## src/rtl/fmadd_round_mul_pipe_pkg.sv

```systemverilog
// Shared definitions for the multiplier rounding pipeline: rounding-mode codes,
// flag bit positions and the round-increment decision.
package fmadd_round_mul_pipe_pkg;

  localparam logic [2:0] RM_RNE = 3'b000;
  localparam logic [2:0] RM_RTZ = 3'b001;
  localparam logic [2:0] RM_RDN = 3'b010;
  localparam logic [2:0] RM_RUP = 3'b011;
  localparam logic [2:0] RM_RMM = 3'b100;

  localparam int FLAG_INX = 0;
  localparam int FLAG_UNF = 1;
  localparam int FLAG_OVF = 2;

  // Directed modes also round on sticky bits lost by the preceding normaliser.
  // Unknown codes fall through to truncation.
  function automatic logic calc_inc(input logic [2:0] rm, input logic sign,
                                    input logic g, input logic r, input logic s,
                                    input logic m_lsb, input logic sticky_pn,
                                    input logic ovf_in);
    logic inc;
    inc = 1'b0;
    if (!ovf_in) begin
      case (rm)
        RM_RNE:  inc = g & (r | s | m_lsb);
        RM_RMM:  inc = g;
        RM_RUP:  inc = ~sign & (g | r | s | sticky_pn);
        RM_RDN:  inc = sign & (g | r | s | sticky_pn);
        default: inc = 1'b0;
      endcase
    end
    return inc;
  endfunction

endpackage

```

## src/rtl/fmadd_round_sat.sv

```systemverilog
// Saturation value for an overflowing result: signed infinity or signed
// max-finite, chosen by the rounding direction.
module fmadd_round_sat
  import fmadd_round_mul_pipe_pkg::*;
#(
  parameter int MAN = 6,
  parameter int EXP = 7,
  parameter int STD = 15
) (
  input  logic           sign,
  input  logic [2:0]     rm,
  output logic [STD:0]   sat_val
);

  logic [STD:0] inf_val;
  logic [STD:0] max_val;

  assign inf_val = {sign, {(EXP+1){1'b1}}, {(MAN+1){1'b0}}};
  assign max_val = {sign, {EXP{1'b1}}, 1'b0, {(MAN+1){1'b1}}};

  // Rounding toward the sign's direction reaches infinity, away from it clamps.
  always_comb begin
    sat_val = max_val;
    case (rm)
      RM_RNE, RM_RMM: sat_val = inf_val;
      RM_RUP:         sat_val = sign ? max_val : inf_val;
      RM_RDN:         sat_val = sign ? inf_val : max_val;
      default:        sat_val = max_val;
    endcase
  end

endmodule

```

## src/rtl/fmadd_round_mul_pipe.sv

```systemverilog
// Two-stage rounding back end for the multiplier: rounds the normalised product,
// saturates on overflow, and keeps sticky exception flags.
module fmadd_round_mul_pipe
  import fmadd_round_mul_pipe_pkg::*;
#(
  parameter int MAN = 6,
  parameter int EXP = 7,
  parameter int STD = 15
) (
  input  logic                 clk,
  input  logic                 rst,
  input  logic                 in_valid,
  output logic                 in_ready,
  input  logic [2*MAN+EXP+5:0] in_no,
  input  logic [2:0]           in_rm,
  input  logic                 in_overflow,
  input  logic                 in_sticky_pn,
  output logic                 out_valid,
  input  logic                 out_ready,
  output logic [STD:0]         out_no,
  output logic [2:0]           out_flags,
  output logic [2:0]           acc_flags,
  input  logic                 acc_clr
);

  localparam int PW = 2*MAN + 4;

  logic           en;
  logic           sign_in;
  logic [EXP:0]   exp_in;
  logic [PW-1:0]  prod;
  logic [MAN+1:0] m_in;
  logic           g, r, s;
  logic [STD:0]   sat_in;

  logic           s1_valid;
  logic           s1_sign;
  logic [EXP:0]   s1_exp;
  logic [MAN+1:0] s1_m;
  logic           s1_inc;
  logic           s1_ovf_in;
  logic           s1_unf;
  logic           s1_inx;
  logic [STD:0]   s1_sat;

  logic [MAN+1:0] sum;
  logic [EXP:0]   exp_r;
  logic           ovf;
  logic [STD:0]   res;
  logic [2:0]     flags;

  assign en       = ~out_valid | out_ready;
  assign in_ready = en;

  assign sign_in = in_no[PW+EXP+1];
  assign exp_in  = in_no[PW +: EXP+1];
  assign prod    = in_no[PW-1:0];
  assign m_in    = prod[PW-1:MAN+2];
  assign g       = prod[MAN+1];
  assign r       = prod[MAN];
  assign s       = |prod[MAN-1:0];

  fmadd_round_sat #(.MAN(MAN), .EXP(EXP), .STD(STD)) u_sat (
    .sign    (sign_in),
    .rm      (in_rm),
    .sat_val (sat_in)
  );

  // Stage 1 captures the fields plus the rounding and saturation decisions.
  always_ff @(posedge clk or posedge rst) begin
    if (rst) begin
      s1_valid  <= 1'b0;
      s1_sign   <= 1'b0;
      s1_exp    <= '0;
      s1_m      <= '0;
      s1_inc    <= 1'b0;
      s1_ovf_in <= 1'b0;
      s1_unf    <= 1'b0;
      s1_inx    <= 1'b0;
      s1_sat    <= '0;
    end else if (en) begin
      s1_valid <= in_valid;
      if (in_valid) begin
        s1_sign   <= sign_in;
        s1_exp    <= exp_in;
        s1_m      <= m_in;
        s1_inc    <= calc_inc(in_rm, sign_in, g, r, s, m_in[0], in_sticky_pn, in_overflow);
        s1_ovf_in <= in_overflow;
        s1_unf    <= (exp_in == '0) && (m_in == '0);
        s1_inx    <= g | r | s | in_sticky_pn;
        s1_sat    <= sat_in;
      end
    end
  end

  // A carry out of the mantissa wraps; only a fresh MSB bumps the exponent.
  always_comb begin
    sum   = s1_m + {{(MAN+1){1'b0}}, s1_inc};
    exp_r = s1_exp + {{EXP{1'b0}}, ~s1_m[MAN+1] & sum[MAN+1]};
    ovf   = (exp_r == {(EXP+1){1'b1}}) | s1_ovf_in;
    res   = ovf ? s1_sat : {s1_sign, exp_r, sum[MAN:0]};
    flags = '0;
    flags[FLAG_OVF] = ovf;
    flags[FLAG_UNF] = s1_unf;
    flags[FLAG_INX] = s1_inx | ovf;
  end

  always_ff @(posedge clk or posedge rst) begin
    if (rst) begin
      out_valid <= 1'b0;
      out_no    <= '0;
      out_flags <= '0;
    end else if (en) begin
      out_valid <= s1_valid;
      if (s1_valid) begin
        out_no    <= res;
        out_flags <= flags;
      end
    end
  end

  // Clear beats capture when both happen in the same cycle.
  always_ff @(posedge clk or posedge rst) begin
    if (rst) begin
      acc_flags <= '0;
    end else if (acc_clr) begin
      acc_flags <= '0;
    end else if (out_valid && out_ready) begin
      acc_flags <= acc_flags | out_flags;
    end
  end

endmodule
```

## config.mk

```make
export PLATFORM = sky130hd
export DESIGN_NAME = fmadd_round_mul_pipe
export DESIGN_NICKNAME = d
export VERILOG_FILES = /design/src/rtl/fmadd_round_mul_pipe_pkg.sv /design/src/rtl/fmadd_round_sat.sv /design/src/rtl/fmadd_round_mul_pipe.sv
export SDC_FILE = /design/constraint.sdc
export NUM_CORES = 1
export LEC_CHECK = 0
export ABC_AREA = 1
export BUFFER_PORTS_ARGS = -buffer_cell sky130_fd_sc_hd__buf_2
export CAP_MARGIN = 20
export CELL_PAD_IN_SITES_DETAIL_PLACEMENT = 1
export CELL_PAD_IN_SITES_GLOBAL_PLACEMENT = 1
export CORE_ASPECT_RATIO = 0.9
export CORE_MARGIN = 5
export CORE_UTILIZATION = 42
export CTS_CLUSTER_SIZE = 24
export DETAILED_ROUTE_END_ITERATION = 6
export PLACE_DENSITY_LB_ADDON = 0.1
export SLEW_MARGIN = 20
export SYNTH_ARGS = -nofsm -noshare
export SYNTH_HDL_FRONTEND = slang
export SYNTH_SLANG_ARGS = --single-unit
```

## constraint.sdc

```tcl
create_clock -name clk -period 4.8 [get_ports clk]
set_input_delay 1.2 -clock clk [delete_from_list [all_inputs] [get_ports clk]]
set_output_delay 1.2 -clock clk [all_outputs]
set_load 0.01 [all_outputs]
```

Yosys cells after proc, flatten, opt, wreduce, memory -nomap -nowiden. Cells that the tools add are included.

Bits in registers: 61. Input port bits: 35. Output and inout port bits: 24. Logic and storage cells: 53.

$add $sub $neg: 2. Equality and inequality tests: 4. Muxes and demuxes: 8. Bitwise operators: 16. Reductions and logical operators: 10.

Operators with widths (count): $mux W16 (3); $pmux W16 S3 (1); $add A8 B1 Y8 (2); $logic_not A8 Y1 (2); $eq A8 B8 Y1 const B (1); $or A1 B1 Y1 (8); $eq A3 B2 Y1 const B (2); $mux W3 (2); $reduce_or A6 Y1 (1); $and A1 B1 Y1 (4); $pmux W1 S4 (1); $reduce_and A2 Y1 (2); $eq A3 B3 Y1 const B (1); $logic_not A3 Y1 (1); $not A1 Y1 (3); $or A3 B3 Y3 (1); $logic_and A1 B1 Y1 (2); $reduce_bool A2 Y1 (1); $reduce_or A2 Y1 (1); $mux W1 (1).

Logic depth before layout (Yosys ltp).
Depth after elaboration: 6. Mapped depth: 17. Mapped depth without buffers: 17.

By module. A second synthesis with hierarchy kept.

Cells, all modules: 401. Area, all modules: 3130.5 sq um.

Modules (own cells, without submodules): fmadd_round_mul_pipe (instances 1, cells an instance 372, area each 2969.1 sq um, seq. area each 1526.5 sq um); fmadd_round_sat (instances 1, cells an instance 29, area each 161.4 sq um, seq. area each 0.0 sq um).

Worst setup path after synthesis. OpenSTA, ideal clock, no wires.

Path type: input port to output port. Start point: in out_ready. End point: out in_ready. Data arrival time: 1.521 ns. Data required time: 3.600 ns. Path slack: 2.079 ns. Stages on the path: 2. Cells stage by stage: nor2_1 inv_2.

Word-level cells in the longest chain between the ends: 1.

Ends and longest elaborated chain: start: declaration (line fmadd_round_mul_pipe.sv:19) `input logic out_ready,`; $or A1 B1 Y1 (line fmadd_round_mul_pipe.sv:52) `assign en = ~out_valid | out_ready;`; end: declaration (line fmadd_round_mul_pipe.sv:13) `output logic in_ready,`.

No other way between the ends.

Final worst setup path. Ends and elaborated chain as after synthesis.

==> out/metrics.sh <==
RUN_STATUS='finished, final reports clean'
CTS_RESIZED=0
STD_CELL_ROWS=27
YOSYS_REGISTER_BITS=49
MAXIMUM_LEVEL_OF_THE_CTS_H_TREE=2
GRTUSAGEMET1_PCT=23.2
WHS_NS=0.477
DETAILEDROUTE.FIRSTPASSITERATIONCOUNT=4
CELL_AREA_AFTER_TECHNOLOGY_MAPPING_SQ_UM=2650
LARGEST_NET_DEGREE_AT_THE_START_OF_GLOBAL_ROUTING=50
WIRELENGTH_MM=6.28
PLACED_AREA_SQ_UM=2980
WORST_PATH_MAX_DELAY_CELL='nor2_1'
CLOCK.FMAX_MHz=330
SYNTH-ASYNC-RESET-RATIO_PCT=100
VIAS_PER_CELL=4.78
YOSYS_MOST_USED_DFF='dfrtp_1'
POST-ROUTE-PERIOD-UTIL_PCT=63.1
LAYOUT_CELLS_SIZED_ABOVE_1_PCT=26.2
TIMING.SETUP.CRITICAL_PATH_CLASS='primary input to output port'
PERIOD_MINUS_SLACK_NS=3.03
TRACK_USAGE_PCT=17.0
CP-END-KIND='output port'
CLOCKBUFFERDEPTH=2
MAXSLEWHEADROOM_PCT=43.5
CRIT_PATH_MAX_INCR_DELAY_NS=0.26
GRT_USE_MET3_PCT=3.55
GRT_FIRST_PASS_WIRELENGTH_MM=11.0
POSTCTSHOLDBUFS=0
SYN_NETS=374
ANTENNADIODECOUNT=0
DIEWIDTH_MICRONS=93.7
CLK_ROOT_BUFFER_CELL='clkbuf_8'
CTS.REPAIR_TIMING.SETUP_BUFFER_COUNT=0
ARRIVAL_NS=1.83
WORSTSETUPSTARTPOINTTYPE='primary input'
CRITPATHMAXFANOUT=4
SYNTH_CELL_TYPE_COUNT=31
FINAL_NETS=430
FIRST_GLOBAL_VIAS=2350
TIMING_HOLD_VIOLATIONS_FINAL=0
PORT_BUFFERS=58
DESIGN_AREA_SQ_UM=3090
AVGSYNTHCELLAREA_SQ_UM=7.94
WORST_PIN_SLEW_NS=0.847
WORST_PATH_MOST_REPEATED_CELL='buf_2'
DESIGN.CORE.AREA_SQ_UM=6110
WORSTPATHBUFFERINVERTERCOUNT=3
WORST_IR_DROP_VDD_V=0.000139
GRT-BUSIEST-LAYER='met2'
REPORT.FINAL.SLEW_VIOL_COUNT=0
CELLS_AFTER_SYNTH=333
DR_TOTAL_VIAS=2278
GRT.MET2_USAGE_PCT=27.8
INSERTION_DELAY_NS=0.29
GPL.FINAL_WEIGHTED_CONGESTION=0.744
LEAKAGE_POWER_SUMMED_OVER_ALL_CELLS_nW=1.64
SYNTH_EDF_COUNT=0
FINALSETUPTNS_NS=0
CP_TOP_FAMILY='buffers and inverters'
TIMING.FINAL.SETUP_VIOLATIONS=0
CLOCK-SINKS=49
INITIAL_DRC_COUNT=72
CP_CELL_SEQUENCE='buf_2, nor2_1, inv_2, buf_2'
START_UTIL_PCT=43.3
CTS_BUFFERS=5
PATH_CLK_SLEW_NS=0.08
WORST_EP_REQUIRED_TIME_NS=3.60
GLOBALROUTE.TOTALOVERFLOW=0
FINALCLOCKSKEW_NS=0.00723
FILLER_CELL_COUNT=812
HOLDCRITPATHCLASS='flip-flop to flip-flop'
POSTROUTEANTENNANETS=0
TOTAL_POWER_mW=1.15
ANTENNA_FOUND_INITIAL=0
YS_SEQ_AREA_SHARE_PCT=46.4
DIE_H_MICRONS=85.3
DETAIL_ROUTE.WL_PER_CELL_MICRONS=13.2
MAX_CAPACITANCE_VIOLATION_COUNT=0
CLOCK_TREE_FROM_TRITONCTS='yes'
DIEAREA_SQ_UM=7990
NUMBER_OF_PLACED_I_O_PINS=59
YS_WARN_COUNT=0
DRC=0
CELLPOWERDENSITY_nW_PER_UM2=373
PLACE.DETAILED.HPWL_MM=4.89
SYNTHTOLAYOUTAREAGROWTH_PCT=16.7
RSZ0062_AT_GRT='no'
final cells by class:
class	instances	area [sq um]	area share (%)
sequential	49	1230	39.7
timing repair buffer	59	298	9.65
multi-input combinational	229	1180	38.2
clock buffer	7	96.3	3.12
inverter	45	173	5.59
clock inverter	1	5.00	0.162
tap	87	109	3.53
flip-flops by register name (all words and copies together) (netlist names):
name       flops
s1_sat         4
s1_m           8
s1_exp         8
s1_valid       1
s1_inc         1
acc_flags      3
out_no        16
s1_unf         1
s1_sign        1
s1_ovf_in      1
out_flags      3
s1_inx         1
out_valid      1
power by group:
group | switching (mW) | internal [mW] | total [mW]
Clock | 0.134 | 0.130 | 0.264
Combinational | 0.201 | 0.125 | 0.327
Sequential | 0.0615 | 0.498 | 0.559
Total | 0.397 | 0.754 | 1.15
cells in the final DEF, fill, tap and decap left out, types with 6 or more instances in the layout:
| cell type | synthesis | routed |
|---|---|---|
| dfrtp_1 | 49 | 49 |
| ha_1 | 6 | 6 |
| o21ai_1 | 10 | 10 |
| nand2_1 | 115 | 115 |
| nor2_1 | 17 | 17 |
| nand3_1 | 21 | 21 |
| clkbuf_8 | 0 | 7 |
| nand3_2 | 11 | 11 |
| nand4_1 | 6 | 6 |
| o21ai_0 | 11 | 11 |
| inv_1 | 35 | 34 |
| buf_2 | 2 | 58 |
| inv_2 | 9 | 9 |
per-layer routing:
metal | vias to the layer above | part of all wire (%)
met5 | - | 0
met4 | 0 | 0.48
met3 | 2 | 5.0
met2 | 52 | 45
met1 | 1065 | 50
li1 | 1159 | -
path summary, 6_finish.rpt:
check                                 startpoint                     end  slack, ns  depth (start not counted)
setup / recovery                       out_ready                in_ready       1.77                          4
hold / removal             out_no[9]$_DFFE_PP0P_   out_no[9]$_DFFE_PP0P_       0.48                          2
setup reg to reg             s1_m[0]$_DFFE_PP0P_   out_no[3]$_DFFE_PP0P_       2.13                         17
hold reg to reg            out_no[9]$_DFFE_PP0P_   out_no[9]$_DFFE_PP0P_       0.48                          2
max in group asynchronous                    rst   s1_ovf_in$_DFFE_PP0P_       3.25                          2
min in group asynchronous                    rst  out_no[13]$_DFFE_PP0P_       1.03                          2
logic make-up (layout without fill, tap and decap cells):
| logic type | after synthesis | after routing | share of synthesized area, % |
|---|---|---|---|
| AND/OR/NAND/NOR | 189 | 189 | 34.0 |
| adder cells (fa/ha/maj) | 6 | 6 | 2.84 |
| AO/OA/AOI/OAI | 29 | 29 | 6.10 |
| XOR/XNOR | 5 | 5 | 1.66 |
| flip-flops | 49 | 49 | 46.4 |
| buffers and inverters | 55 | 112 | 9.04 |
cells in the mapped netlist (5+ instances only):
cell type    n  share of area [%]
xor2_1       5                1.7
nand2_1    115                 16
o21ai_0     11                2.1
nand2_2      5                1.2
nand4_1      6                1.4
nor3_1       5               0.95
nand3_1     21                4.0
o21ai_1     10                1.9
ha_1         6                2.8
nor2_1      17                2.4
inv_2        9                1.3
inv_1       35                5.0
dfrtp_1     49                 46
nand3_2     11                4.2
worst reg2reg max path: stages (launching register included):
cell     delay [ns]
dfrtp_1        0.39
ha_1           0.18
nand3_1        0.15
nor3_1         0.31
ha_1           0.21
ha_1           0.22
inv_1          0.06
nand2_1        0.05
nand2_1        0.06
nor2_1         0.10
nand3_1        0.13
nor2_4         0.15
nand2_8        0.13
nand2_4        0.13
nand2_2        0.11
nand2_1        0.09
nand2_1        0.06
nand2_1        0.08
metrics by stage:
step / util, % / setup slack (ns) / cells
after floorplan: - / 2.08 / 333
after CTS: 50.5 / 1.77 / 477
after global placement: 48.8 / 1.78 / 469
final: 50.5 / 1.77 / 477
after global routing: 50.5 / 1.73 / 477
after detailed placement: 48.8 / 1.77 / 469
No activity file was read; power rests on OpenSTA's default activity.
